### config.mk
export PLATFORM = sky130hd
export DESIGN_NAME = voice_allocator
export DESIGN_NICKNAME = d
export VERILOG_FILES = /design/src/rtl/dds_voice_pkg.sv /design/src/rtl/voice_slot.sv /design/src/rtl/voice_allocator.sv
export SDC_FILE = /design/constraint.sdc
export NUM_CORES = 1
export LEC_CHECK = 0
export BUFFER_PORTS_ARGS = -buffer_cell sky130_fd_sc_hd__buf_2
export CORE_ASPECT_RATIO = 1.1
export CORE_UTILIZATION = 60
export DETAILED_ROUTE_END_ITERATION = 7
export PLACE_DENSITY = 0.82
export SLEW_MARGIN = 20
export SYNTH_ARGS = -nofsm -noshare
export SYNTH_HDL_FRONTEND = slang
export SYNTH_SLANG_ARGS = --single-unit
export TNS_END_PERCENT = 30
### constraint.sdc
create_clock -name clk_10k -period 7.1 [get_ports clk_10k]
set_input_delay 1.065 -clock clk_10k [delete_from_list [all_inputs] [get_ports clk_10k]]
set_output_delay 1.065 -clock clk_10k [all_outputs]
set_load 0.01 [all_outputs]
### src/rtl/dds_voice_pkg.sv
// Shared types and helpers for the DDS voice allocator: FSM states, the per-voice
// register record and the saturating age increment.
package dds_voice_pkg;

  localparam int KEY_W_DEF  = 8;
  localparam int NOTE_W_DEF = 4;
  localparam int AGE_W_DEF  = 3;

  typedef enum logic [1:0] {
    IDLE,
    SCAN,
    COMMIT
  } state_t;

  typedef struct packed {
    logic                  active;
    logic                  held;
    logic [NOTE_W_DEF-1:0] note;
    logic [KEY_W_DEF-1:0]  incr;
    logic [AGE_W_DEF-1:0]  age;
  } voice_t;

  function automatic logic [AGE_W_DEF-1:0] age_inc(input logic [AGE_W_DEF-1:0] a);
    return (&a) ? a : a + 1'b1;
  endfunction

endpackage

### src/rtl/voice_slot.sv
// One voice register of the allocator. Loads a new note, releases, holds under
// sustain, flushes held notes and ages while active.
module voice_slot
  import dds_voice_pkg::*;
(
  input  logic                  clk_10k,
  input  logic                  rst_n,
  input  logic                  load,
  input  logic [NOTE_W_DEF-1:0] load_note,
  input  logic [KEY_W_DEF-1:0]  load_incr,
  input  logic                  rel,
  input  logic                  hold,
  input  logic                  flush,
  input  logic                  age_tick,
  output voice_t                voice,
  output logic                  clr
);

  // The clear pulse is registered alongside the load so it lines up with the new incr.
  always_ff @(posedge clk_10k or negedge rst_n) begin
    if (!rst_n) begin
      voice <= '0;
      clr   <= 1'b0;
    end else begin
      clr <= load;
      if (load) begin
        voice <= '{active: 1'b1, held: 1'b0, note: load_note, incr: load_incr, age: '0};
      end else if (rel || (flush && voice.held)) begin
        voice.active <= 1'b0;
        voice.held   <= 1'b0;
        voice.incr   <= '0;
      end else if (hold) begin
        voice.held <= 1'b1;
      end else if (age_tick && voice.active) begin
        voice.age <= age_inc(voice.age);
      end
    end
  end

endmodule

### src/rtl/voice_allocator.sv
// Polyphonic voice scheduler: scans the voices one per cycle and then commits a
// press (match, free or oldest) or a release. Optional sustain via VOICE_ALLOC_SUSTAIN_EN.
module voice_allocator
  import dds_voice_pkg::*;
#(
  parameter int NUM_VOICES = 4,
  parameter int KEY_W      = KEY_W_DEF,
  parameter int NOTE_W     = NOTE_W_DEF,
  parameter int AGE_W      = AGE_W_DEF
) (
  input  logic                        clk_10k,
  input  logic                        rst_n,
`ifdef VOICE_ALLOC_SUSTAIN_EN
  input  logic                        sustain,
`endif
  input  logic                        evt_valid,
  output logic                        evt_ready,
  input  logic                        evt_on,
  input  logic [NOTE_W-1:0]           evt_note,
  input  logic [KEY_W-1:0]            evt_incr,
  output logic [NUM_VOICES*KEY_W-1:0] voice_incr,
  output logic [NUM_VOICES-1:0]       voice_active,
  output logic [NUM_VOICES-1:0]       voice_clr,
  output logic                        busy
);

  localparam int IDX_W = (NUM_VOICES > 1) ? $clog2(NUM_VOICES) : 1;
  localparam logic [IDX_W-1:0] LAST_IDX = IDX_W'(NUM_VOICES - 1);

  state_t            state, state_nxt;
  logic [IDX_W-1:0]  idx;
  logic              ev_on;
  logic [NOTE_W-1:0] ev_note;
  logic [KEY_W-1:0]  ev_incr;
  logic              match_found, free_found, old_found;
  logic [IDX_W-1:0]  match_idx, free_idx, old_idx, target;
  logic [AGE_W-1:0]  old_age;
  voice_t            slots [NUM_VOICES];
  voice_t            cur;
  logic [NUM_VOICES-1:0] load, rel, hold, age_tick;
  logic              flush;
`ifdef VOICE_ALLOC_SUSTAIN_EN
  logic              ev_sus;
  logic              sustain_q;
`endif

  assign cur  = slots[idx];
  assign busy = (state != IDLE);

  // Event latch and scan bookkeeping; the scan results are only meaningful in COMMIT.
  always_ff @(posedge clk_10k or negedge rst_n) begin
    if (!rst_n) begin
      state       <= IDLE;
      idx         <= '0;
      ev_on       <= 1'b0;
      ev_note     <= '0;
      ev_incr     <= '0;
      match_found <= 1'b0;
      free_found  <= 1'b0;
      old_found   <= 1'b0;
      match_idx   <= '0;
      free_idx    <= '0;
      old_idx     <= '0;
      old_age     <= '0;
`ifdef VOICE_ALLOC_SUSTAIN_EN
      ev_sus      <= 1'b0;
      sustain_q   <= 1'b0;
`endif
    end else begin
      state <= state_nxt;
      case (state)
        IDLE: begin
`ifdef VOICE_ALLOC_SUSTAIN_EN
          sustain_q <= sustain;
`endif
          if (evt_valid && evt_ready) begin
            ev_on       <= evt_on;
            ev_note     <= evt_note;
            ev_incr     <= evt_incr;
            match_found <= 1'b0;
            free_found  <= 1'b0;
            old_found   <= 1'b0;
            idx         <= '0;
`ifdef VOICE_ALLOC_SUSTAIN_EN
            ev_sus      <= sustain;
`endif
          end
        end
        SCAN: begin
          if (cur.active && (cur.note == ev_note) && !match_found) begin
            match_found <= 1'b1;
            match_idx   <= idx;
          end
          if (!cur.active && !free_found) begin
            free_found <= 1'b1;
            free_idx   <= idx;
          end
          // Strict compare keeps the lowest index on equal ages.
          if (cur.active && (!old_found || (cur.age > old_age))) begin
            old_found <= 1'b1;
            old_idx   <= idx;
            old_age   <= cur.age;
          end
          idx <= idx + 1'b1;
        end
        default: ;
      endcase
    end
  end

  always_comb begin
    if (match_found)     target = match_idx;
    else if (free_found) target = free_idx;
    else                 target = old_idx;
  end

  always_comb begin
    state_nxt = state;
    evt_ready = 1'b0;
    load      = '0;
    rel       = '0;
    hold      = '0;
    age_tick  = '0;
    flush     = 1'b0;
    case (state)
      IDLE: begin
`ifdef VOICE_ALLOC_SUSTAIN_EN
        flush = sustain_q && !sustain;
`endif
        evt_ready = !flush;
        if (evt_valid && evt_ready) state_nxt = SCAN;
      end
      SCAN: begin
        if (idx == LAST_IDX) state_nxt = COMMIT;
      end
      COMMIT: begin
        state_nxt = IDLE;
        if (ev_on) begin
          load[target] = 1'b1;
          age_tick     = ~load;
        end else if (match_found) begin
`ifdef VOICE_ALLOC_SUSTAIN_EN
          if (ev_sus) hold[match_idx] = 1'b1;
          else        rel[match_idx]  = 1'b1;
`else
          rel[match_idx] = 1'b1;
`endif
        end
      end
      default: state_nxt = IDLE;
    endcase
  end

  for (genvar i = 0; i < NUM_VOICES; i++) begin : g_slot
    voice_slot u_slot (
      .clk_10k   (clk_10k),
      .rst_n     (rst_n),
      .load      (load[i]),
      .load_note (ev_note),
      .load_incr (ev_incr),
      .rel       (rel[i]),
      .hold      (hold[i]),
      .flush     (flush),
      .age_tick  (age_tick[i]),
      .voice     (slots[i]),
      .clr       (voice_clr[i])
    );
    assign voice_incr[i*KEY_W +: KEY_W] = slots[i].incr;
    assign voice_active[i]              = slots[i].active;
  end

endmodule

==> results of run 1 <==
-- registers in the layout (all words and copies together) (netlist names) --
| name | cells |
|---|---|
| idx | 2 |
| ev_incr | 8 |
| match_found | 1 |
| old_age | 3 |
| free_found | 1 |
| g_slot.u_slot.clr | 4 |
| state | 2 |
| old_found | 1 |
| ev_on | 1 |
| old_idx | 2 |
| g_slot.u_slot.voice | 64 |
| match_idx | 2 |
| ev_note | 4 |
| free_idx | 2 |
-- placed cells by master, fill, tap and decap left out, types with 2 or more instances in the layout --
master / count
clkinv_4: 2
mux2_2: 24
a21o_1: 5
ha_1: 12
nor2_1: 9
nor2b_1: 7
mux4_1: 7
dfrtp_1: 97
buf_4: 4
mux2i_1: 3
xnor2_1: 3
buf_2: 56
a22o_1: 9
mux2_1: 2
nand3b_1: 2
nand2b_1: 2
nand3_1: 12
nor3_2: 2
clkbuf_8: 9
and2_1: 3
o21ai_0: 31
inv_6: 2
nand2_1: 126
inv_1: 6
o21a_1: 2
-- tightest hold or removal path, stage by stage, from the launching register on --
cell	delay (ns)
dfrtp_1	0.36
nand2_1	0.06
nand2_1	0.05
-- power groups by stage --
stage / clock network, mW / logic, mW / registers, mW
global placement: 0 / 0.445 / 0.873
finish: 0.369 / 0.464 / 0.874
detailed placement: 0 / 0.461 / 0.880
global route: 0.395 / 0.521 / 0.894
CTS: 0.375 / 0.467 / 0.872
floorplan: 0 / 0.427 / 0.807
-- cell families (layout without fill, tap and decap cells) --
kind of cell / count (synthesis) / after routing
fa+ha+maj: 12 / 12
simple gates: 168 / 168
flops: 97 / 97
xor+xnor: 4 / 4
compound gates: 50 / 50
mux: 37 / 37
buf+inv: 61 / 82
-- metrics by stage --
step / cell area, um^2 / total power [mW] / worst slack, ns / util (%)
2_1_floorplan: 4572 / 1.234 / 4.627 / -
3_3_place_gp: 4623 / 1.318 / 4.380 / 62.21
3_5_place_dp: 4623 / 1.341 / 4.277 / 62.21
4_1_cts: 4831 / 1.714 / 4.269 / 65.00
5_1_grt: 4831 / 1.810 / 4.154 / 65.00
6_report: 4831 / 1.707 / 4.253 / 65.00
-- worst min-delay path by stage --
stage                     slack [ns]                              startpoint  cells past startpoint                                      to
after floorplan                 0.44  g_slot[0].u_slot.voice[11]$_DFFE_PN0N_                      2  g_slot[0].u_slot.voice[11]$_DFFE_PN0N_
after global placement          0.46  g_slot[0].u_slot.voice[13]$_DFFE_PN0N_                      2  g_slot[0].u_slot.voice[13]$_DFFE_PN0N_
after detailed placement        0.47  g_slot[0].u_slot.voice[14]$_DFFE_PN0N_                      2  g_slot[0].u_slot.voice[14]$_DFFE_PN0N_
after CTS                       0.49  g_slot[0].u_slot.voice[14]$_DFFE_PN0N_                      2  g_slot[0].u_slot.voice[14]$_DFFE_PN0N_
after global routing            0.52  g_slot[1].u_slot.voice[13]$_DFFE_PN0N_                      1  g_slot[1].u_slot.voice[13]$_DFFE_PN0N_
final                           0.50  g_slot[0].u_slot.voice[14]$_DFFE_PN0N_                      2  g_slot[0].u_slot.voice[14]$_DFFE_PN0N_
-- cells in the mapped netlist, drive strengths merged, types with 3 or more instances --
cell    count  area share (%)
mux2i       3            0.66
inv         6            0.49
clkbuf      5            0.41
o21ai      31             3.4
buf        50             7.9
nor3        3            0.33
nor2        9            0.74
and2        3            0.41
nand2     126              10
ha         12             3.3
mux4        8             4.5
a21o        6             1.0
nand3      12             1.3
dfrtp      97              53
xnor2       3            0.57
mux2       26             6.4
a22o        9             1.7
nor2b       7            0.96
-- per-layer routing --
layer	track usage (%)	up-vias
li1	-	1433
met2	40.39	82
met5	0	-
met3	4.060	16
met1	31.19	1488
met4	9.463	0
-- layout make-up --
class / count / area [um^2]
inverter: 6 / 22.52
sequential: 97 / 2427
fill: 552 / 2601
clock buffer: 9 / 123.9
timing repair buffer: 60 / 310.3
tap: 87 / 108.9
multi-input combinational: 271 / 1754
clock inverter: 7 / 83.83
==> impl_results.md, run 1 <==
* Status: finished, final reports clean
* Fin crit share at 40.10%
* NumNets Final at 473
* CTS Buffer Depth at 2
* # IOs at 58
* Simple logic cell fraction of the synthesized area at 15.71%
* Mux contribution to synthesized area at 11.58%
* Inserted Diodes at 0
* Slowest library cell on the worst path: dfrtp_1
* Minimum clock period at 2.847 ns
* M1 WL at 3.858 mm
* Placer congestion estimate at 0.8252
* Layout area overhead at 5.665%
* Vias in the first global route at 2873
* Highest metal used: met4
* Critical path class: reg -> reg
* Initial antenna violation count at 0
* LEAKAGE at 2.586 nW
* Final WL at 8.715 mm
* Crit path cell chain: mux4_1 -> ha_1 -> nor2b_1 -> o21a_1 -> o21ai_0 -> a21oi_2 -> mux2_2
* Crit path required time at 7.35 ns
* R2R depth at 7
* Post-synth cell types at 33
* Core box area at 0.007432 mm^2
* Grt ovf at 0
* RSZ-0062 raised after global routing: false
* Clock network fraction of total power at 21.6%
* Post-cts gate resize count at 0
* Buf+Inv Stages, Crit Path at 0
* Crit path arrival time at 3.10 ns
* CTS tree: done
* Non-Filler Instances at 537
* Sw Ratio at 36.01%
* First-pass GRT wire length at 14.42 mm
* Total CTS buffers at 9
* DP HPWL at 5.988 mm
* Hold Crit Class: reg -> reg
* DRT Pass-1 Iters at 4
* Initial Util at 61.52%
* Max VDD drop at 0.1398 mV
* Worst-case clock skew at 0.01180 ns
* Fraction of the mapped netlist area in compound gates at 6.814%
* PwrDens at 353.4 mW/mm^2
* Critical Path Stages at 7
* Synthesized area at 0.004572 mm^2
* Crit Reg-Reg Endpoint: old_idx[1]$_DFFE_PN0P_
* DR WL/cell at 16.23 um
* Synthesis-stage register bit count at 97
* Post-Synth Adder-Cell Area at 3.284%
* CP Max Fanout at 14
* Xor and xnor area share after synthesis at 0.7663%
* Layout cells sized above 1 at 23.56%
* P_sw at 0.6147 mW
* Source of the critical timing path: idx[0]$_DFFE_PN0P_
* Vias at 3019
* Dpl cells at 521
* First DRT Iteration DRCs at 143
* Final setup TNS at 0 ns
* Reg2reg start: idx[0]$_DFFE_PN0P_
* Top_reg_cell synth: dfrtp_1
* Total GRT Usage at 24.03%
* Max-slew headroom at the worst pin at 41.92%
* Clock sink count at 97
* IO buf count at 57
* Drc violations at 0
* Chip height at 93.55 um
* Maxcap violations at 0
* H-tree depth at 3
* Hold Violations, Final at 0
* Post-CTS Setup Inserts at 0
* Sequential power share at 51.2%
* F_max at 351.2 MHz
* Combinational power share at 27.2%
* Placement Rows at 33
* Max-slew violations at 0
* Hold-fix buffers at CTS at 0
* Vias/cell at 5.622
* Synth warn at 0
* DIE AREA at 0.007973 mm^2
* Critical Path End: old_idx[1]$_DFFE_PN0P_
* Die extent in x at 85.23 um
* Syn Nets at 457
* Routed wl met2 at 4.336 mm
* Hold_ws at 0.4964 ns
* Largest net degree at the start of global routing at 73
* Worst path max stage delay at 0.72 ns
* Routed length on met3 at 352 um
* DRT antenna net count at 0
* Syn_area_per_cell at 10.66 um^2
* Register area share after synthesis at 53.09%
* Root Buffer: clkbuf_8
* Worst-margin pin slew at 0.8712 ns
* Clock latency on the worst-skew pair at 0.37 ns
* CP endpoint kind: flop
* Post-synth EDFFs at 0
* Reg clk slew, reported paths at 0.09 ns
* CP Launch Type: flop
* Setup violators final at 0
* Post-synthesis async set-or-reset flop share at 100.0%
* Cell Int Power at 1.092 mW
* Gate Count Post-Synth at 429
* Largest family of logic cells by synthesized area: simple AND/OR/NAND/NOR gates
* Flop-to-flop setup slack at 4.25 ns
* CP top delay family: multiplexers
Power figures use the tool's default switching activity.
==> inputs of run 2 (changes only) <==
--- a/config.mk
+++ b/config.mk
@@ -7,9 +7,9 @@
 export LEC_CHECK = 0
 export BUFFER_PORTS_ARGS = -buffer_cell sky130_fd_sc_hd__buf_2
 export CORE_ASPECT_RATIO = 1.1
-export CORE_UTILIZATION = 60
+export CORE_UTILIZATION = 58
 export DETAILED_ROUTE_END_ITERATION = 7
-export PLACE_DENSITY = 0.82
+export PLACE_DENSITY = 0.8
 export SLEW_MARGIN = 20
 export SYNTH_ARGS = -nofsm -noshare
 export SYNTH_HDL_FRONTEND = slang
==> constraint.sdc (replaced) <==
create_clock -name clk_10k -period 2.88 [get_ports clk_10k]
set_input_delay 0.432 -clock clk_10k [delete_from_list [all_inputs] [get_ports clk_10k]]
set_output_delay 0.432 -clock clk_10k [all_outputs]
set_load 0.01 [all_outputs]
==> impl_results.md, run 2 (synthesized netlist as in run 1, its figures left out) <==
* Crit path required time at 3.14 ns (was 7.35 ns)
* CP endpoint kind: flop (unchanged)
* CP Max Fanout at 6 (was 14)
* DRT antenna net count at 0 (unchanged)
* CTS tree: done (unchanged)
* Core box area at 0.007556 mm^2 (was 0.007432 mm^2)
* Dpl ws at 0.4178 ns (was 4.277 ns)
* PwrDens at 878.7 mW/mm^2 (was 353.4 mW/mm^2)
* DIE AREA at 0.008242 mm^2 (was 0.007973 mm^2)
* IO buf count at 57 (unchanged)
* Setup violators final at 0 (unchanged)
* Reg clk slew, reported paths at 0.10 ns (was 0.09 ns)
* Largest regs: g_slot.u_slot.voice: 64 flops, ev_incr: 8 flops (unchanged)
* Post-layout util at 65.19% (was 65.00%)
* Placer congestion estimate at 0.7853 (was 0.8252)
* Placement Rows at 33 (unchanged)
* Slowest library cell on the worst path: mux4_1 (was dfrtp_1)
* DR WL/cell at 15.90 um (was 16.23 um)
* Tot Pwr at 4.328 mW (was 1.707 mW)
* Grt ovf at 0 (unchanged)
* Final setup margin at 0.4271 ns (was 4.253 ns)
* Inserted Diodes at 0 (unchanged)
* Hold Crit Class: in -> reg (was reg -> reg)
* DRT Pass-1 Iters at 4 (unchanged)
* Hold depth at 3 (was 2)
* Biggest register: g_slot.u_slot.voice (unchanged)
* Layout cells sized above 1 at 24.18% (was 23.56%)
* Root Buffer: clkbuf_8 (unchanged)
* Minimum clock period at 2.453 ns (was 2.847 ns)
* Clock sink count at 97 (unchanged)
* CTS Buffer Depth at 2 (unchanged)
* Critical Path Stages at 7 (unchanged)
* RSZ-0062 raised after global routing: false (unchanged)
* Max-slew violations at 0 (unchanged)
* Vias/cell at 5.404 (was 5.622)
* Drc violations at 0 (unchanged)
* F_max at 407.7 MHz (was 351.2 MHz)
* First-pass GRT wire length at 14.36 mm (was 14.42 mm)
* Worst path max stage delay at 0.60 ns (was 0.72 ns)
* NumNets Final at 478 (was 473)
* # IOs at 58 (unchanged)
* Largest net degree at the start of global routing at 77 (was 73)
* CP Launch Type: flop (unchanged)
* Layout area overhead at 7.745% (was 5.665%)
* Worst-margin pin slew at 0.6211 ns (was 0.8712 ns)
* Fin crit share at 85.17% (was 40.10%)
* Maxcap violations at 0 (unchanged)
* Commonest non-fill, non-tap cell in the layout: nand2_1 (unchanged)
* Hold Violations, Final at 0 (unchanged)
* Chip height at 95.12 um (was 93.55 um)
* Critical path class: reg -> reg (unchanged)
* Initial antenna violation count at 0 (unchanged)
* Crit path cell chain: mux4_1 -> ha_1 -> nor2b_1 -> o21a_1 -> o21ai_0 -> a21oi_2 -> mux2_2 (unchanged)
* First DRT Iteration DRCs at 131 (was 143)
* DP HPWL at 6.200 mm (was 5.988 mm)
* Initial Util at 60.51% (was 61.52%)
* H-tree depth at 3 (unchanged)
* Vias at 3026 (was 3019)
* Final WL at 8.904 mm (was 8.715 mm)
* Crit path arrival time at 2.71 ns (was 3.10 ns)
* Most frequent cells in the layout: nand2_1 (126), dfrtp_1 (97), buf_2 (56) (unchanged)
* Max VDD drop at 0.4324 mV (was 0.1398 mV)
* Die extent in x at 86.65 um (was 85.23 um)
* Clock latency on the worst-skew pair at 0.37 ns (about the same)
* Status: finished, final reports clean (unchanged)
* Worst-case clock skew at 0.01614 ns (was 0.01180 ns)
* Max FFs per register at 64 (unchanged)
* R2R depth at 7 (unchanged)
* Buf+Inv Stages, Crit Path at 0 (unchanged)
* LEAKAGE at 2.628 nW (was 2.586 nW)
* Total GRT Usage at 23.45% (was 24.03%)
* Max-slew headroom at the worst pin at 57.41% (was 41.92%)
* Total CTS buffers at 9 (unchanged)
* Vias in the first global route at 2861 (was 2873)
* Post-CTS Setup Inserts at 0 (unchanged)
* Layout fillers at 587 (was 552)
* Final setup TNS at 0 ns (unchanged)
* Hold_ws at 0.2479 ns (was 0.4964 ns)
* CP top delay family: multiplexers (unchanged)
[run 2: cell types whose count changed in the layout (fill, tap and decap cells not counted), sizes merged]
| cell | previous run | this run |
|---|---|---|
| buf | 60 | 64 |
| clkinv | 2 | 0 |
| inv | 9 | 11 |
| bufinv | 1 | 2 |
| clkinvlp | 1 | 0 |
| dlygate4sd3 | 0 | 1 |
[run 2: what timing repair did]
action                    in CTS  in global routing
resized for setup              0                  0
hold buffers                   1                  0
hold endpoints to repair      21                  0
[run 2: cell type report]
type                            count  area [um^2]  area share [%]
Clock inverter                      7        103.9           2.108
Inverter                            6        22.52          0.4572
Timing Repair Buffer               65        362.8           7.366
Sequential cell                    97         2427           49.28
Clock buffer                        9        123.9           2.515
Multi-Input combinational cell    271         1754           35.61
Tap cell                          105        131.4           2.667
[run 2: where the power goes]
| part | switching, mW | leakage (nW) | internal, mW |
|---|---|---|---|
| registers | 0.373 | 1.31 | 1.73 |
| logic | 0.651 | 1.20 | 0.571 |
| clock network | 0.501 | 0.116 | 0.505 |
| total | 1.52 | 2.63 | 2.80 |
[run 2: per-stage QoR]
| step | area, um^2 | std cells |
|---|---|---|
| after floorplan | 4572 | 429 |
| after global placement | 4688 | 543 |
| after detailed placement | 4688 | 543 |
| after CTS | 4926 | 560 |
| after global routing | 4926 | 560 |
| final | 4926 | 560 |
[run 2: worst paths after layout]
| path | start | endpoint | slack (ns) |
|---|---|---|---|
| hold / removal | evt_note[1] | ev_note[1]$_DFFE_PN0P_ | 0.25 |
| hold reg to reg | g_slot[0].u_slot.voice[14]$_DFFE_PN0N_ | g_slot[0].u_slot.voice[14]$_DFFE_PN0N_ | 0.48 |
| min in group asynchronous | rst_n | g_slot[1].u_slot.clr$_DFF_PN0_ | 0.47 |
| setup reg to reg | idx[0]$_DFFE_PN0P_ | old_age[0]$_DFFE_PN0P_ | 0.43 |
| setup / recovery | idx[0]$_DFFE_PN0P_ | old_age[0]$_DFFE_PN0P_ | 0.43 |
| max in group asynchronous | rst_n | g_slot[3].u_slot.voice[14]$_DFFE_PN0N_ | 1.71 |
[run 2: tightest hold or removal path, cell delays in order]
cell,delay (ns)
buf_2,0.08
nand2_1,0.04
nand2_1,0.04
[run 2: layer usage]
layer	vias to the layer above	global-route usage, %	routed length, um
met4	0	10.42	233
met5	-	0	0
met3	18	3.810	311
met2	78	39.02	4366
met1	1481	30.49	3993
li1	1449	-	-
